==> src/rtl/pdm_output_stage.sv <==
// Audio output stage: optional linear ramp between frame samples, underrun fade-to-silence,
// and a first-order delta-sigma modulator producing a 1-bit PDM stream.
module pdm_output_stage #(
   parameter int FRAME_LOG2      = 10,
   parameter int UNDERRUN_FRAMES = 2
) (
   input  logic        clk_in,
   input  logic        reset_n_in,
   input  logic [15:0] sample_in,
   input  logic        sample_valid_in,
   input  logic        interp_en_in,
   output logic [15:0] level_out,
   output logic        pdm_out,
   output logic        underrun_out,
   output logic        dbg_state_out
);

   localparam int ACC_W    = 16 + FRAME_LOG2;
   localparam int WD_LIMIT = UNDERRUN_FRAMES << FRAME_LOG2;
   localparam int WD_W     = $clog2(WD_LIMIT + 1);

   localparam logic [FRAME_LOG2-1:0] CNT_LAST = '1;
   localparam logic [WD_W-1:0]       WD_MAX   = WD_W'(WD_LIMIT);
   localparam logic [WD_W-1:0]       WD_FIRE  = WD_W'(WD_LIMIT - 1);

   typedef enum logic [0:0] {
      HOLD = 1'b0,
      RAMP = 1'b1
   } state_t;

   state_t                  state_q, state_d;
   logic [ACC_W-1:0]        acc_q, acc_d;
   logic [16:0]             step_q, step_d;
   logic [FRAME_LOG2-1:0]   ramp_cnt_q, ramp_cnt_d;
   logic [15:0]             err_q, err_d;
   logic                    pdm_q, pdm_d;
   logic                    underrun_q, underrun_d;
   logic [WD_W-1:0]         wd_q, wd_d;

   logic [15:0] level;
   logic [15:0] target;
   logic [15:0] u;
   logic [16:0] sum;
   logic        wd_fire;
   logic        start_ramp;

   assign level         = acc_q[ACC_W-1 -: 16];
   assign level_out     = level;
   assign pdm_out       = pdm_q;
   assign underrun_out  = underrun_q;
   assign dbg_state_out = state_q;

   // The watchdog saturates one past the fire value, so the fade-out ramp starts once per underrun.
   assign wd_fire    = !sample_valid_in && (wd_q == WD_FIRE);
   assign start_ramp = (sample_valid_in && interp_en_in) || wd_fire;
   assign target     = sample_valid_in ? sample_in : 16'h0000;

   always_comb begin
      state_d    = state_q;
      acc_d      = acc_q;
      step_d     = step_q;
      ramp_cnt_d = ramp_cnt_q;

      if (start_ramp) begin
         // Snap to the integer level; any fractional residue of an abandoned ramp is dropped.
         step_d     = {target[15], target} - {level[15], level};
         acc_d      = {level, {FRAME_LOG2{1'b0}}};
         ramp_cnt_d = '0;
         state_d    = RAMP;
      end else if (sample_valid_in) begin
         step_d     = '0;
         acc_d      = {sample_in, {FRAME_LOG2{1'b0}}};
         ramp_cnt_d = '0;
         state_d    = HOLD;
      end else if (state_q == RAMP) begin
         acc_d      = acc_q + {{(ACC_W-17){step_q[16]}}, step_q};
         ramp_cnt_d = ramp_cnt_q + 1'b1;
         if (ramp_cnt_q == CNT_LAST) begin
            state_d = HOLD;
            step_d  = '0;
         end
      end
   end

   always_comb begin
      wd_d       = wd_q;
      underrun_d = underrun_q;
      if (sample_valid_in) begin
         wd_d       = '0;
         underrun_d = 1'b0;
      end else begin
         if (wd_q != WD_MAX) begin
            wd_d = wd_q + 1'b1;
         end
         if (wd_fire) begin
            underrun_d = 1'b1;
         end
      end
   end

   // Offset-binary level into a first-order error-feedback accumulator; carry-out is the PDM bit.
   always_comb begin
      u     = level ^ 16'h8000;
      sum   = {1'b0, err_q} + {1'b0, u};
      pdm_d = sum[16];
      err_d = sum[15:0];
   end

   always_ff @(posedge clk_in or negedge reset_n_in) begin
      if (!reset_n_in) begin
         state_q    <= HOLD;
         acc_q      <= '0;
         step_q     <= '0;
         ramp_cnt_q <= '0;
         err_q      <= '0;
         pdm_q      <= 1'b0;
         underrun_q <= 1'b0;
         wd_q       <= '0;
      end else begin
         state_q    <= state_d;
         acc_q      <= acc_d;
         step_q     <= step_d;
         ramp_cnt_q <= ramp_cnt_d;
         err_q      <= err_d;
         pdm_q      <= pdm_d;
         underrun_q <= underrun_d;
         wd_q       <= wd_d;
      end
   end

endmodule
==> config.mk <==
export PLATFORM = sky130hd
export DESIGN_NAME = pdm_output_stage
export DESIGN_NICKNAME = d
export VERILOG_FILES = /design/src/rtl/pdm_output_stage.sv
export SDC_FILE = /design/constraint.sdc
export NUM_CORES = 1
export LEC_CHECK = 0
export BUFFER_PORTS_ARGS = -buffer_cell sky130_fd_sc_hd__buf_2
export CORE_MARGIN = 5
export CORE_UTILIZATION = 30
export CTS_CLUSTER_DIAMETER = 30
export DETAILED_ROUTE_END_ITERATION = 10
export GPL_ROUTABILITY_DRIVEN = 0
export HOLD_SLACK_MARGIN = 0.02
export PLACE_DENSITY = 0.5
export SYNTH_ARGS = -nofsm -noshare
export SYNTH_HDL_FRONTEND = slang
export SYNTH_SLANG_ARGS = --single-unit
==> constraint.sdc <==
create_clock -name clk_in -period 2.6 [get_ports clk_in]
set_input_delay 0.52 -clock clk_in [delete_from_list [all_inputs] [get_ports clk_in]]
set_output_delay 0.52 -clock clk_in [all_outputs]
set_load 0.01 [all_outputs]
Yosys cells after proc, flatten, opt, wreduce, memory -nomap -nowiden --
Index checks and enable logic that the tools add are counted.
Cells by class: add/subtract/negate cells 5, equal/unequal tests 3, multiplexer cells 19, bitwise operators 2, reductions and logical operators 11
Operators by type and width (count):
- two-way mux 17 bit | 4
- two-way mux 26 bit | 2
- two-way mux 10 bit | 4
- adder 26 bit | 1
- two-way mux 12 bit | 2
- adder 16 x 16 -> 17 bit | 1
- subtractor 16 x 16 -> 17 bit | 1
- two-way mux 16 bit | 1
- adder 12 x 1 -> 12 bit (second input constant) | 1
- == test 12 x 11 -> 1 bit (second input constant) | 1
- inequality test 12 bit (second input constant) | 1
- adder 10 x 1 -> 10 bit (second input constant) | 1
- == test 10 bit (second input constant) | 1
- two-way mux 1 bit | 6
- nonzero test 2 bit | 3
- nonzero test 3 bit | 2
- AND reduction 2 bit | 2
- logical AND 1 bit | 2
- inverter 1 bit | 2
- logical NOT 1 bit | 1
- logical OR 1 bit | 1
Word-level totals: bits in registers 84

Longest topological paths before layout --
word-level depth 5, mapped depth 12, gate-level depth less buffers 10

Worst setup path before layout --
Ideal clock, no wire load.
path kind input-to-reg, start point in sample_valid_in, end point reg step_q[15], data arrival time 2.915 ns, path slack -0.437 ns, cell stages on the path 12, buffers on the path 2, cells stage by stage clkbuf_1 > clkbuf_1 > nand2_1 > inv_1 > ha_1 > a21o_1 > a21oi_1 > a311oi_1 > a41oi_1 > a31oi_1 > or3_1 > a32o_1
Between the ends: longest elaborated chain between the ends 5, elaborated cells on any way between the ends 11, those cells by class add/sub: 1; mux: 3; reduce/logical: 7
Ends and longest elaborated chain:
- start: declaration | RTL line 10 | input logic sample_valid_in,
- branches (longest 5 deep; another with subtractor 16 x 16 -> 17 bit)
- end signal: assignment | RTL line 122 | step_q <= step_d;
- end: declaration | RTL line 33 | logic [16:0] step_q, step_d;
Several ways; the timed one is not identified. A chain may end at the register's enable or synchronous reset.

Worst setup path after layout --
start point reg acc_q[1], end point reg acc_q[25]
Between the ends: longest elaborated chain between the ends 3
Ends and longest elaborated chain:
- start: declaration | RTL line 32 | logic [ACC_W-1:0] acc_q, acc_d;
- start signal: assignment | RTL line 112 | acc_q <= '0;
- start signal: assignment | RTL line 121 | acc_q <= acc_d;
- adder 26 bit | RTL line 76 | acc_d = acc_q + {{(ACC_W-17){step_q[16]}}, step_q};
- two-way mux 26 bit | RTL line 75 | end else if (state_q == RAMP) begin
- two-way mux 26 bit | RTL line 70 | end else if (sample_valid_in) begin
No other way between the ends. The select of a mux whose other input is x is not followed.

==> impl_metrics.toml <==
[logic_synthesis]
synth-main-ff-cell = "dfrtp_1"
yosysTopAreaCell = "dfrtp_1"
synth_fp_nets = 788
ys_seq_elements = 84
synth.mux.area_fraction_pct = 2.12
synth_commonest_cells = "dfrtp_1, nand2_1, ha_1"
syn_inst = 704
synthXorXnorAreaFrac_pct = 9.48
synth_compound_area_share_pct = 20.2
synth_area_um2 = 6190
avgSynthCellArea_um2 = 8.79
synthArstFlopShare_pct = 100
yosys.area_share.simple_pct = 15.0
synth_top_area_share_pct = 34.0
yosys.area_share.adder_pct = 13.3
seq_area_frac_synth_pct = 34.0
ys_types = 54
synth_top_family_by_area = "compound AO/OA/AOI/OAI gates"
synth_most_common_cell = "dfrtp_1"
yosys-top-cells-area = "dfrtp_1, ha_1, xor2_1, nand2_1, a21oi_1"
synth_warnings = 0
synth_edf_count = 0

[global_route]
antenna_found_initial = 0
grt_pass1_wl_um = 27300
track_usage_pct = 14.1
grt_pass1_vias = 5276
gr-total-overflow = 0
grt_max_degree = 50

[worst_setup_path]
cp_common_cell = "buf_4"
critPathMaxStageDelay_ns = 0.39
cp_top_family = "compound AO/OA/AOI/OAI gates"
critPathArrivalTime_ns = 2.68
worst_setup_path_end_kind = "flip-flop"
cp.required_ns = 2.82
cp-start-kind = "flip-flop"
critPathKind = "flip-flop to flip-flop"
cp_cell_sequence = "ha_1, a211oi_2, o21ai_1, o2111ai_1, buf_4, a211oi_1, buf_4, o31ai_4, buf_4, xnor2_1, o221ai_1"
crit_path_top_delay_cell = "dfrtp_1"
cp_max_fo = 5
cp_num_buf_inv = 3

[power]
ir_drop_mv = 0.551
p_leak_nw = 3.61
p_per_area_nw_per_um2 = 1220

[run_status]
status = "finished, final reports clean"

[placement]
portBuffers = 38
dp_cells = 1055
place_area_um2 = 7140
dp_hpwl_um = 13000

[die]
initial_core_util_pct = 30.5
std_cell_rows = 52
core_area_um2 = 20300
die_height_um = 154
io_pins = 39
fp.dieW_um = 154
die_area_um2 = 23600

[clock_tree]
clkLatencyLatePin_ns = 0.35
clkTransAtPathRegs_ns = 0.07
cts_tree = "done"
clock_tree.root_cell = "clkbuf_16"
clock_path_buffers = 2
hold_buffers = 0
cts.sinks = 84
htree_levels = 3
cts_buffers = 9

[routing]
drtIter0Drc = 309
wl_um = 16700
ant_nets = 0
dr.pass1.iters = 4
vias_per_cell = 4.87
num_vias = 5222
wire_per_inst_um = 15.6
drc = 0

[final_layout]
drive_above_1_share_pct = 20.2
fin_area_um2 = 7560
syn_to_final_growth_pct = 22.1
nNetsFinal = 881
diodes = 0
finalNonFillerCells = 1072

[timing]
slew_headroom_pct = 55.0
setup_violations = 0
post-route-period-util_pct = 94.8
fin_hold_ws_ns = 0.137
tns_ns = 0
hold_viol = 0
tightest_slew_ns = 0.667
clock_skew_ns = 0.00670
fin_crit_ns = 2.47
drv_slew = 0
timing.fmax_ghz = 0.406

[job]
max-cap-violations = 0

[min_path]
hp-class = "input pin to asynchronous set/reset pin"
-- worst reg2reg max path, cell delays in order (launching register included) --
cell and delay [ns]:
dfrtp_1 0.39, ha_1 0.32, a211oi_2 0.22, o21ai_1 0.11
o2111ai_1 0.21, buf_4 0.18, a211oi_1 0.07, buf_4 0.17
o31ai_4 0.27, buf_4 0.15, xnor2_1 0.10, o221ai_1 0.12
-- sequential cells by signal (all words and copies together), names as in the netlist --
register,count
acc_q,26
step_q,17
err_q,16
wd_q,12
ramp_cnt_q,10
dbg_state_out,1
pdm_out,1
underrun_out,1
-- layout by cell type (no fill, tap or decap), types with 12 or more instances in the layout --
| cell | count |
|---|---|
| buf_4 | 81 |
| a21o_1 | 22 |
| ha_1 | 61 |
| buf_2 | 37 |
| mux2i_1 | 12 |
| xor2_1 | 36 |
| dfrtp_1 | 82 |
| a21oi_1 | 49 |
| inv_1 | 40 |
| xnor2_1 | 31 |
| nor2_1 | 49 |
| nand3_1 | 18 |
| o21ai_0 | 51 |
| nand2_1 | 77 |
-- worst paths after layout --
path                       slack (ns)  depth (start not counted)        from         end
setup / recovery                 0.13                         11    acc_q[1]   acc_q[25]
hold / removal                   0.14                          1  reset_n_in   step_q[0]
setup reg to reg                 0.13                         11    acc_q[1]   acc_q[25]
hold reg to reg                  0.47                          1    err_q[0]    err_q[0]
max in group asynchronous        1.79                          2  reset_n_in  step_q[16]
min in group clk_in              0.47                          1    err_q[0]    err_q[0]
-- stage by stage --
step	utilization, %	total power [W]	setup WS, ns
5_1_grt	37.2	0.0101	-0.000397
2_1_floorplan	-	0.00589	-0.0605
6_report	37.2	0.00924	0.134
3_5_place_dp	35.2	0.00769	-0.237
4_1_cts	36.9	0.00921	0.00198
3_3_place_gp	35.2	0.00770	-0.206
-- area by class of cell --
cell class	count	area, um2
clock buffers	9	225
clock inverters	7	91.3
fillers	2123	12700
inverters	40	150
multi-input cells	542	3820
flip-flops and latches	84	2100
well taps	270	338
repair buffers	120	833
-- where the power goes --
part           switching [W]  internal [W]
Combinational        0.00300       0.00265
Sequential          0.000408       0.00177
Clock               0.000634      0.000776
-- cells by family (layout without fill, tap and decap cells) --
kind of cell / after synthesis / in the layout
and+or+nand+nor: 200 / 200
AOI/OAI and AO/OA: 198 / 198
DFF: 84 / 84
buffers and inverters: 78 / 176
xor gates and xnor gates: 67 / 67
adders and majority gates: 64 / 64
muxes: 13 / 13
-- layer usage --
layer / global-route usage (%) / wire length (um) / part of all wire, % / vias to the layer above
met1: 19.6 / 8210 / 49 / 2466
met3: 1.94 / 404 / 2.4 / 13
met4: 3.49 / 182 / 1.1 / 0
met2: 23.4 / 7900 / 47 / 69
met5: 0 / 0 / 0 / -
li1: - / - / - / 2674
-- what timing repair did --
item,in CTS,in global routing
gates resized for setup,8,16
setup buffers,0,1
hold endpoints to repair,0,0
setup endpoints to repair,6,13
pin swaps,1,7
No activity file was read; power rests on OpenSTA's default activity.
